[config.mk]
export PLATFORM = sky130hd
export DESIGN_NAME = lsram_port_arbiter
export DESIGN_NICKNAME = d
export VERILOG_FILES = /design/src/rtl/lsram_arb_pkg.sv /design/src/rtl/lsram_arb_pick.sv /design/src/rtl/lsram_port_arbiter.sv
export SDC_FILE = /design/constraint.sdc
export NUM_CORES = 1
export LEC_CHECK = 0
export CAP_MARGIN = 10
export CORE_MARGIN = 5
export CORE_UTILIZATION = 30
export DETAILED_ROUTE_END_ITERATION = 6
export GPL_TIMING_DRIVEN = 0
export PLACE_DENSITY_LB_ADDON = 0.12
export SLEW_MARGIN = 10
export SYNTH_ARGS = -nofsm -noshare
export SYNTH_HDL_FRONTEND = slang
export SYNTH_SLANG_ARGS = --single-unit
[constraint.sdc]
create_clock -name HCLK -period 1.6 [get_ports HCLK]
set_input_delay 0.16 -clock HCLK [delete_from_list [all_inputs] [get_ports HCLK]]
set_output_delay 0.16 -clock HCLK [all_outputs]
set_load 0.02 [all_outputs]
[src/rtl/lsram_arb_pkg.sv]
// Shared encodings for the LSRAM port arbiter: FSM states, owner identifiers
// and the AHB HSIZE values used on the command ports.
`timescale 1ns/1ps
package lsram_arb_pkg;

    typedef enum logic [1:0] {
        IDLE  = 2'd0,
        GNT_U = 2'd1,
        GNT_S = 2'd2
    } arb_state_t;

    typedef enum logic {
        OWN_U = 1'b0,
        OWN_S = 1'b1
    } owner_t;

    localparam logic [2:0] SZ_BYTE = 3'b000;
    localparam logic [2:0] SZ_HALF = 3'b001;
    localparam logic [2:0] SZ_WORD = 3'b010;

endpackage

[src/rtl/lsram_arb_pick.sv]
// Owner selection for the LSRAM arbiter: fixed SII priority with a starvation
// guard, or round-robin, plus the history registers both policies need.
`timescale 1ns/1ps
module lsram_arb_pick
    import lsram_arb_pkg::*;
#(
    parameter int RR_EN        = 0,
    parameter int STARVE_LIMIT = 4
) (
    input  logic   HCLK,
    input  logic   aresetn,
    input  logic   pend_u,
    input  logic   pend_s,
    input  logic   grant,
    output owner_t pick
);

    logic [3:0] starve_cnt;
    owner_t     last_owner;

    always_comb begin
        pick = OWN_U;
        if (pend_s && !pend_u) begin
            pick = OWN_S;
        end else if (pend_s && pend_u) begin
            if (RR_EN != 0) begin
                pick = (last_owner == OWN_U) ? OWN_S : OWN_U;
            end else begin
                pick = (starve_cnt == 4'(STARVE_LIMIT)) ? OWN_U : OWN_S;
            end
        end
    end

    // starve_cnt only counts SII wins that actually kept a waiting UII out
    always_ff @(posedge HCLK or negedge aresetn) begin
        if (!aresetn) begin
            starve_cnt <= '0;
            last_owner <= OWN_U;
        end else if (grant) begin
            last_owner <= pick;
            if (pick == OWN_U) begin
                starve_cnt <= '0;
            end else if (pend_u && starve_cnt != 4'hF) begin
                starve_cnt <= starve_cnt + 4'd1;
            end
        end
    end

endmodule

[src/rtl/lsram_port_arbiter.sv]
// Shares one LSRAM command port between the AHB slave interface (UII) and a
// secondary initiator (SII); one owner at a time, ack/rdata routed to the owner.
`timescale 1ns/1ps
module lsram_port_arbiter
    import lsram_arb_pkg::*;
#(
    parameter int MEM_AWIDTH   = 19,
    parameter int DWIDTH       = 32,
    parameter int RR_EN        = 0,
    parameter int STARVE_LIMIT = 4
) (
    input  logic                  HCLK,
    input  logic                  aresetn,
    input  logic                  uii_req,
    input  logic                  uii_write,
    input  logic [2:0]            uii_size,
    input  logic [MEM_AWIDTH-1:0] uii_addr,
    input  logic [DWIDTH-1:0]     uii_wdata,
    output logic                  uii_ack,
    output logic [DWIDTH-1:0]     uii_rdata,
    input  logic                  sii_req,
    input  logic                  sii_write,
    input  logic [2:0]            sii_size,
    input  logic [MEM_AWIDTH-1:0] sii_addr,
    input  logic [DWIDTH-1:0]     sii_wdata,
    output logic                  sii_ack,
    output logic [DWIDTH-1:0]     sii_rdata,
    output logic                  mem_req,
    output logic                  mem_write,
    output logic [2:0]            mem_size,
    output logic [MEM_AWIDTH-1:0] mem_addr,
    output logic [DWIDTH-1:0]     mem_wdata,
    input  logic                  mem_ack,
    input  logic [DWIDTH-1:0]     mem_rdata,
    output logic                  busy,
    output logic                  proto_err
);

    arb_state_t state;
    arb_state_t state_nxt;
    logic       pend_u;
    logic       pend_s;
    logic       grant;
    owner_t     pick;

    assign grant     = (state == IDLE) && (pend_u || pend_s);
    assign uii_ack   = (state == GNT_U) && mem_ack;
    assign sii_ack   = (state == GNT_S) && mem_ack;
    assign uii_rdata = uii_ack ? mem_rdata : '0;
    assign sii_rdata = sii_ack ? mem_rdata : '0;
    assign busy      = pend_s || (state == GNT_S);

    lsram_arb_pick #(
        .RR_EN        (RR_EN),
        .STARVE_LIMIT (STARVE_LIMIT)
    ) u_pick (
        .HCLK    (HCLK),
        .aresetn (aresetn),
        .pend_u  (pend_u),
        .pend_s  (pend_s),
        .grant   (grant),
        .pick    (pick)
    );

    // A new request in the ack cycle re-arms the port, so set wins over clear
    always_ff @(posedge HCLK or negedge aresetn) begin
        if (!aresetn) begin
            pend_u    <= 1'b0;
            pend_s    <= 1'b0;
            proto_err <= 1'b0;
        end else begin
            pend_u <= uii_req || (pend_u && !uii_ack);
            pend_s <= sii_req || (pend_s && !sii_ack);
            if ((uii_req && pend_u && !uii_ack) || (sii_req && pend_s && !sii_ack)) begin
                proto_err <= 1'b1;
            end
        end
    end

    always_ff @(posedge HCLK or negedge aresetn) begin
        if (!aresetn) begin
            state <= IDLE;
        end else begin
            state <= state_nxt;
        end
    end

    always_comb begin
        state_nxt = state;
        case (state)
            IDLE:         if (grant) state_nxt = (pick == OWN_S) ? GNT_S : GNT_U;
            GNT_U, GNT_S: if (mem_ack) state_nxt = IDLE;
            default:      state_nxt = IDLE;
        endcase
    end

    // Command is captured at grant so the SRAM side keeps it through IDLE
    always_ff @(posedge HCLK or negedge aresetn) begin
        if (!aresetn) begin
            mem_req   <= 1'b0;
            mem_write <= 1'b0;
            mem_size  <= '0;
            mem_addr  <= '0;
            mem_wdata <= '0;
        end else begin
            mem_req <= grant;
            if (grant) begin
                if (pick == OWN_S) begin
                    mem_write <= sii_write;
                    mem_size  <= sii_size;
                    mem_addr  <= sii_addr;
                    mem_wdata <= sii_wdata;
                end else begin
                    mem_write <= uii_write;
                    mem_size  <= uii_size;
                    mem_addr  <= uii_addr;
                    mem_wdata <= uii_wdata;
                end
            end
        end
    end

endmodule

## Yosys cells after proc, flatten, opt, wreduce, memory -nomap -nowiden

Cells that the tools add are included.

| storage, ports and cells | value |
|---|---|
| bits in registers | 65 |
| logic and storage cells | 57 |
| output and inout port bits | 124 |
| input bits | 147 |

| cells by class | value |
|---|---|
| equality and inequality tests | 7 |
| multiplexer cells | 15 |
| add/sub/neg operators | 1 |
| reductions and logical operators | 24 |

Operator list:

| cell | number |
|---|---|
| $mux W32 | 3 |
| $mux W19 | 1 |
| $logic_and A1 B1 Y1 | 12 |
| $mux W4 | 2 |
| $mux W2 | 3 |
| $logic_or A1 B1 Y1 | 5 |
| $add A4 B1 Y4 const B | 1 |
| $eq A4 B3 Y1 const B | 1 |
| $mux W1 | 4 |
| $ne A2 B2 Y1 const B | 2 |
| $ne A4 B4 Y1 const B | 1 |
| $pmux W2 S2 | 1 |
| $reduce_and A2 Y1 | 2 |
| $logic_not A1 Y1 | 3 |
| $mux W3 | 1 |
| $eq A2 B1 Y1 const B | 1 |
| $eq A2 B2 Y1 const B | 1 |
| $logic_not A2 Y1 | 1 |
| $ne A2 B1 Y1 const B | 1 |
| $reduce_or A2 Y1 | 1 |

## Depth between registers and ports, before layout

| logic depth | value |
|---|---|
| word-level depth | 7 |
| gate-level depth with buffers | 7 |
| mapped depth without buffers | 5 |

## By module

Synthesis repeated with hierarchy kept, for this count alone.

| unflattened totals | value |
|---|---|
| cells, all modules | 377 |
| area total of the unflattened synthesis | 3,568.4 µm² |

Modules (own cells, without submodules):

| module | cells each | instances | area an instance (µm²) |
|---|---|---|---|
| lsram_port_arbiter | 350 | 1 | 3,304.4 |
| lsram_arb_pick | 27 | 1 | 264.0 |

## Least setup slack after synthesis

Ideal clock, no wire load.

| timing | value |
|---|---|
| kind | flip-flop to flip-flop |
| from | reg u_pick.starve_cnt[0] |
| to | reg mem_addr[0] |
| setup time | 126 ps |
| period minus slack after synthesis | 1,607 ps |
| cell stages (with the launch flop) | 8 |
| required time | 1,474 ps |
| buffers on the path | 2 |
| arrival time | 1,481 ps |
| path slack | -7 ps |
| path through | dfrtp_1 -> inv_1 -> ha_1 -> nand4b_2 -> and3_1 -> buf_6 -> buf_6 -> a221o_1 |

| between the ends | value |
|---|---|
| word-level cells in the longest chain between the ends | 5 |

RTL lines:

| element | line | text |
|---|---|---|
| start, declared | lsram_arb_pick.sv:18 | `logic [3:0] starve_cnt;` |
| start signal, assigned | lsram_arb_pick.sv:44 | `starve_cnt <= starve_cnt + 4'd1;` |
| $eq A4 B3 Y1 | lsram_arb_pick.sv:29 | `pick = (starve_cnt == 4'(STARVE_LIMIT)) ? OWN_U : OWN_S;` |
| $mux W1 | lsram_arb_pick.sv:29 |  |
| $mux W1 | lsram_arb_pick.sv:25 | `end else if (pend_s && pend_u) begin` |
| $mux W1 | lsram_arb_pick.sv:23 | `if (pend_s && !pend_u) begin` |
| $mux W19 | lsram_port_arbiter.sv:108 | `if (pick == OWN_S) begin` |
| end signal, assigned | lsram_port_arbiter.sv:111 | `mem_addr <= sii_addr;` |
| end signal, assigned | lsram_port_arbiter.sv:116 | `mem_addr <= uii_addr;` |
| end, declared | lsram_port_arbiter.sv:31 | `output logic [MEM_AWIDTH-1:0] mem_addr,` |

Every way passes these cells.
A chain may end at the register's enable or synchronous reset.

## Final worst setup path

| timing | value |
|---|---|
| from | reg state[1] |
| to | out sii_rdata[30] |

| between the ends | value |
|---|---|
| word-level cells in the longest chain between the ends | 3 |

RTL lines:

| element | line | text |
|---|---|---|
| start, declared | lsram_port_arbiter.sv:39 | `arb_state_t state;` |
| start signal, assigned | lsram_port_arbiter.sv:84 | `state <= state_nxt;` |
| $eq A2 B2 Y1 | lsram_port_arbiter.sv:48 | `assign sii_ack = (state == GNT_S) && mem_ack;` |
| $logic_and A1 B1 Y1 | lsram_port_arbiter.sv:48 |  |
| $mux W32 | lsram_port_arbiter.sv:50 | `assign sii_rdata = sii_ack ? mem_rdata : '0;` |
| end, declared | lsram_port_arbiter.sv:27 | `output logic [DWIDTH-1:0] sii_rdata,` |

Every way passes these cells.

==> flow_metrics.tcl <==
set metrics [dict create \
    status "finished with violations" \
    violations "setup timing" \
    die_area_mm2 0.0137 \
    worstMarginPinSlew_ps 436 \
    cp-start-kind "flip-flop" \
    clk_path_buf_depth 2 \
    portBuffers 270 \
    synth.most_common_cell "and3_1" \
    antenna_found_initial 0 \
    pin_count 271 \
    htreeDepth 3 \
    clk_latency_ps 320 \
    crit_required_ps 1440 \
    start_util_pct 30.3 \
    fmax_ghz 0.598 \
    async_flop_share_pct 100 \
    period_minus_slack_ps 1670 \
    setup_tns_ps -3640 \
    tritoncts "yes" \
    layout-drive-gt1-share_pct 32.5 \
    cap_violations 0 \
    postLayoutCellArea_mm2 0.00741 \
    final_antenna_net_count 0 \
    clk_pin_slew_ps 60 \
    yosysTopAreaCell "dfrtp_1" \
    postSynthCellCount 323 \
    nets 778 \
    grt_pass1_wl_mm 22.1 \
    hold_viol_final 0 \
    synth-seq-cells 65 \
    wl_per_cell_um 19.8 \
    cts.sinks 65 \
    layout_setup_ws_ps -72.0 \
    synth.net_count 475 \
    synth-seq-area-share_pct 47.4 \
    finalCritPeriodShare_pct 105 \
    grt.total_usage_pct 20.6 \
    p_per_area_mw_per_mm2 1840 \
    dp_slack_ps -758 \
    syn_to_final_growth_pct 116 \
    root_buffer "clkbuf_16" \
    dp_hpwl_mm 11.2 \
    finalPower_mw 13.6 \
    r2r_slack_ps -30 \
    hp-class "in2async" \
    maxSlewViolCount 0 \
    crit_arrival_ps 1510 \
    numCtsBuffers 9 \
    grt_max_degree 41 \
    synth-edff-count 0 \
    syn_avg_cell_area_um2 10.6 \
    path_class "reg2out" \
    worstSetupEndpointType "output pin" \
    p_leak_nw 3.39 \
    die_w_um 117 \
    drtIter0Drc 184 \
    vdd_drop_max_v 0.000959 \
    vias 4006 \
    final_util_pct 65.5 \
    synth_flop_cell "dfrtp_1" \
    synth_top_area_share_pct 47.4 \
    vias_per_cell 5.18 \
    cp_max_fo 10 \
    drt-total-wl_mm 15.3 \
    drt_pass1_iterations 4 \
    grt_pass1_vias 4108 \
    synth_common_cells "and3_1, dfrtp_1, and2_1" \
    fin_skew_ps 11.2 \
    row_count 39 \
    grt_overflow 0 \
    rsz0062_at_grt "true" \
    synth_area_mm2 0.00343 \
    slew_headroom_pct 70.9 \
    yosys-top-cells-area "dfrtp_1, a221o_1, and3_1" \
    setup_viol 86 \
    gp_congestion 0.824 \
    route.detailed.drc 0 \
    placed_cell_area_mm2 0.00634 \
    die_y_um 117 \
    antenna_cells 0 \
    yosys.cell_types.count 30 \
    synth_warnings 0 \
    coreArea_mm2 0.0113 \
]
-- placed cells by master, fill, tap and decap left out, types with 2 or more instances in the layout --
master,instances
and2_4,40
buf_2,3
nand3_1,5
and3_4,15
buf_6,63
clkbuf_4,2
a221o_1,55
buf_8,17
o21ai_0,2
inv_2,3
and3_1,52
a21oi_1,3
buf_4,24
clkbuf_1,3
clkdlybuf4s50_1,202
a21o_1,2
ha_4,4
and2_1,15
dfrtp_1,64
a31oi_1,2
nand2_1,3
clkbuf_8,3
clkbuf_2,3
bufinv_16,2
inv_6,2
clkbuf_16,13
inv_1,5
-- stage by stage --
stage	hold WS (ps)	std cells
after floorplan	-136	323
after global placement	461	736
after detailed placement	90.9	737
after CTS	293	768
after global routing	325	774
final	292	774
-- layer usage --
metal	share of wire (%)	vias up	track usage [%]
met2	54	169	37.6
met1	38	1977	24.1
li1	-	1834	-
met3	6.7	26	4.88
met4	2.0	0	5.73
met5	0	-	0
-- power by group --
| part | switching [mW] | internal, mW |
|---|---|---|
| combinational | 3.81 | 4.73 |
| clock | 0.743 | 1.42 |
| sequential | 0.470 | 2.45 |
-- timing repair --
item	CTS	global route
pin swaps	57	11
setup buffers	9	2
hold buffers	1	0
setup endpoints to repair	126	120
cloned	6	4
resized for setup	499	54
endpoints found under the hold margin	25	0
-- critical path: stages, from the launching register on --
cell and delay, ps:
dfrtp_1 390, buf_4 160, ha_4 190, buf_8 140, and3_1 180, buf_6 130
-- kinds of logic (layout without fill, tap and decap cells) --
logic type | after synthesis | in the layout | share of synthesized area, %
buffers and inverters | 42 | 349 | 6.20
flip-flops | 65 | 65 | 47.4
AO/OA/AOI/OAI | 73 | 73 | 19.7
adder cells (fa/ha/maj) | 5 | 5 | 1.82
AND/OR/NAND/NOR | 138 | 139 | 24.9
-- flip-flops by register name, indices dropped and copies added (netlist names) --
| name | count |
|---|---|
| mem_wdata | 32 |
| mem_size | 3 |
| mem_write | 1 |
| pend_u | 1 |
| pend_s | 1 |
| mem_req | 1 |
| mem_addr | 19 |
| state | 2 |
| proto_err | 1 |
| u_pick.starve_cnt | 4 |
-- path summary, 6_finish.rpt --
path | start | endpoint | cells past startpoint
max in group asynchronous | aresetn | state[0] | 3
hold reg to reg | proto_err | proto_err | 2
setup / recovery | state[1] | sii_rdata[30] | 5
min in group HCLK | sii_req | pend_s | 2
hold / removal | aresetn | mem_size[2] | 2
setup reg to reg | state[0] | mem_wdata[14] | 7
-- layout make-up --
cell class                 count  area [um2]
clock inverter                 5        86.3
tap                          143         179
clock buffer                  11         243
buffer                        32         390
sequential                    65        1630
timing repair buffer         292        2990
inverter                       9        36.3
multi-input combinational    217        1860
fill                         912        3910
Note: power is estimated with default switching activity, not from simulation.
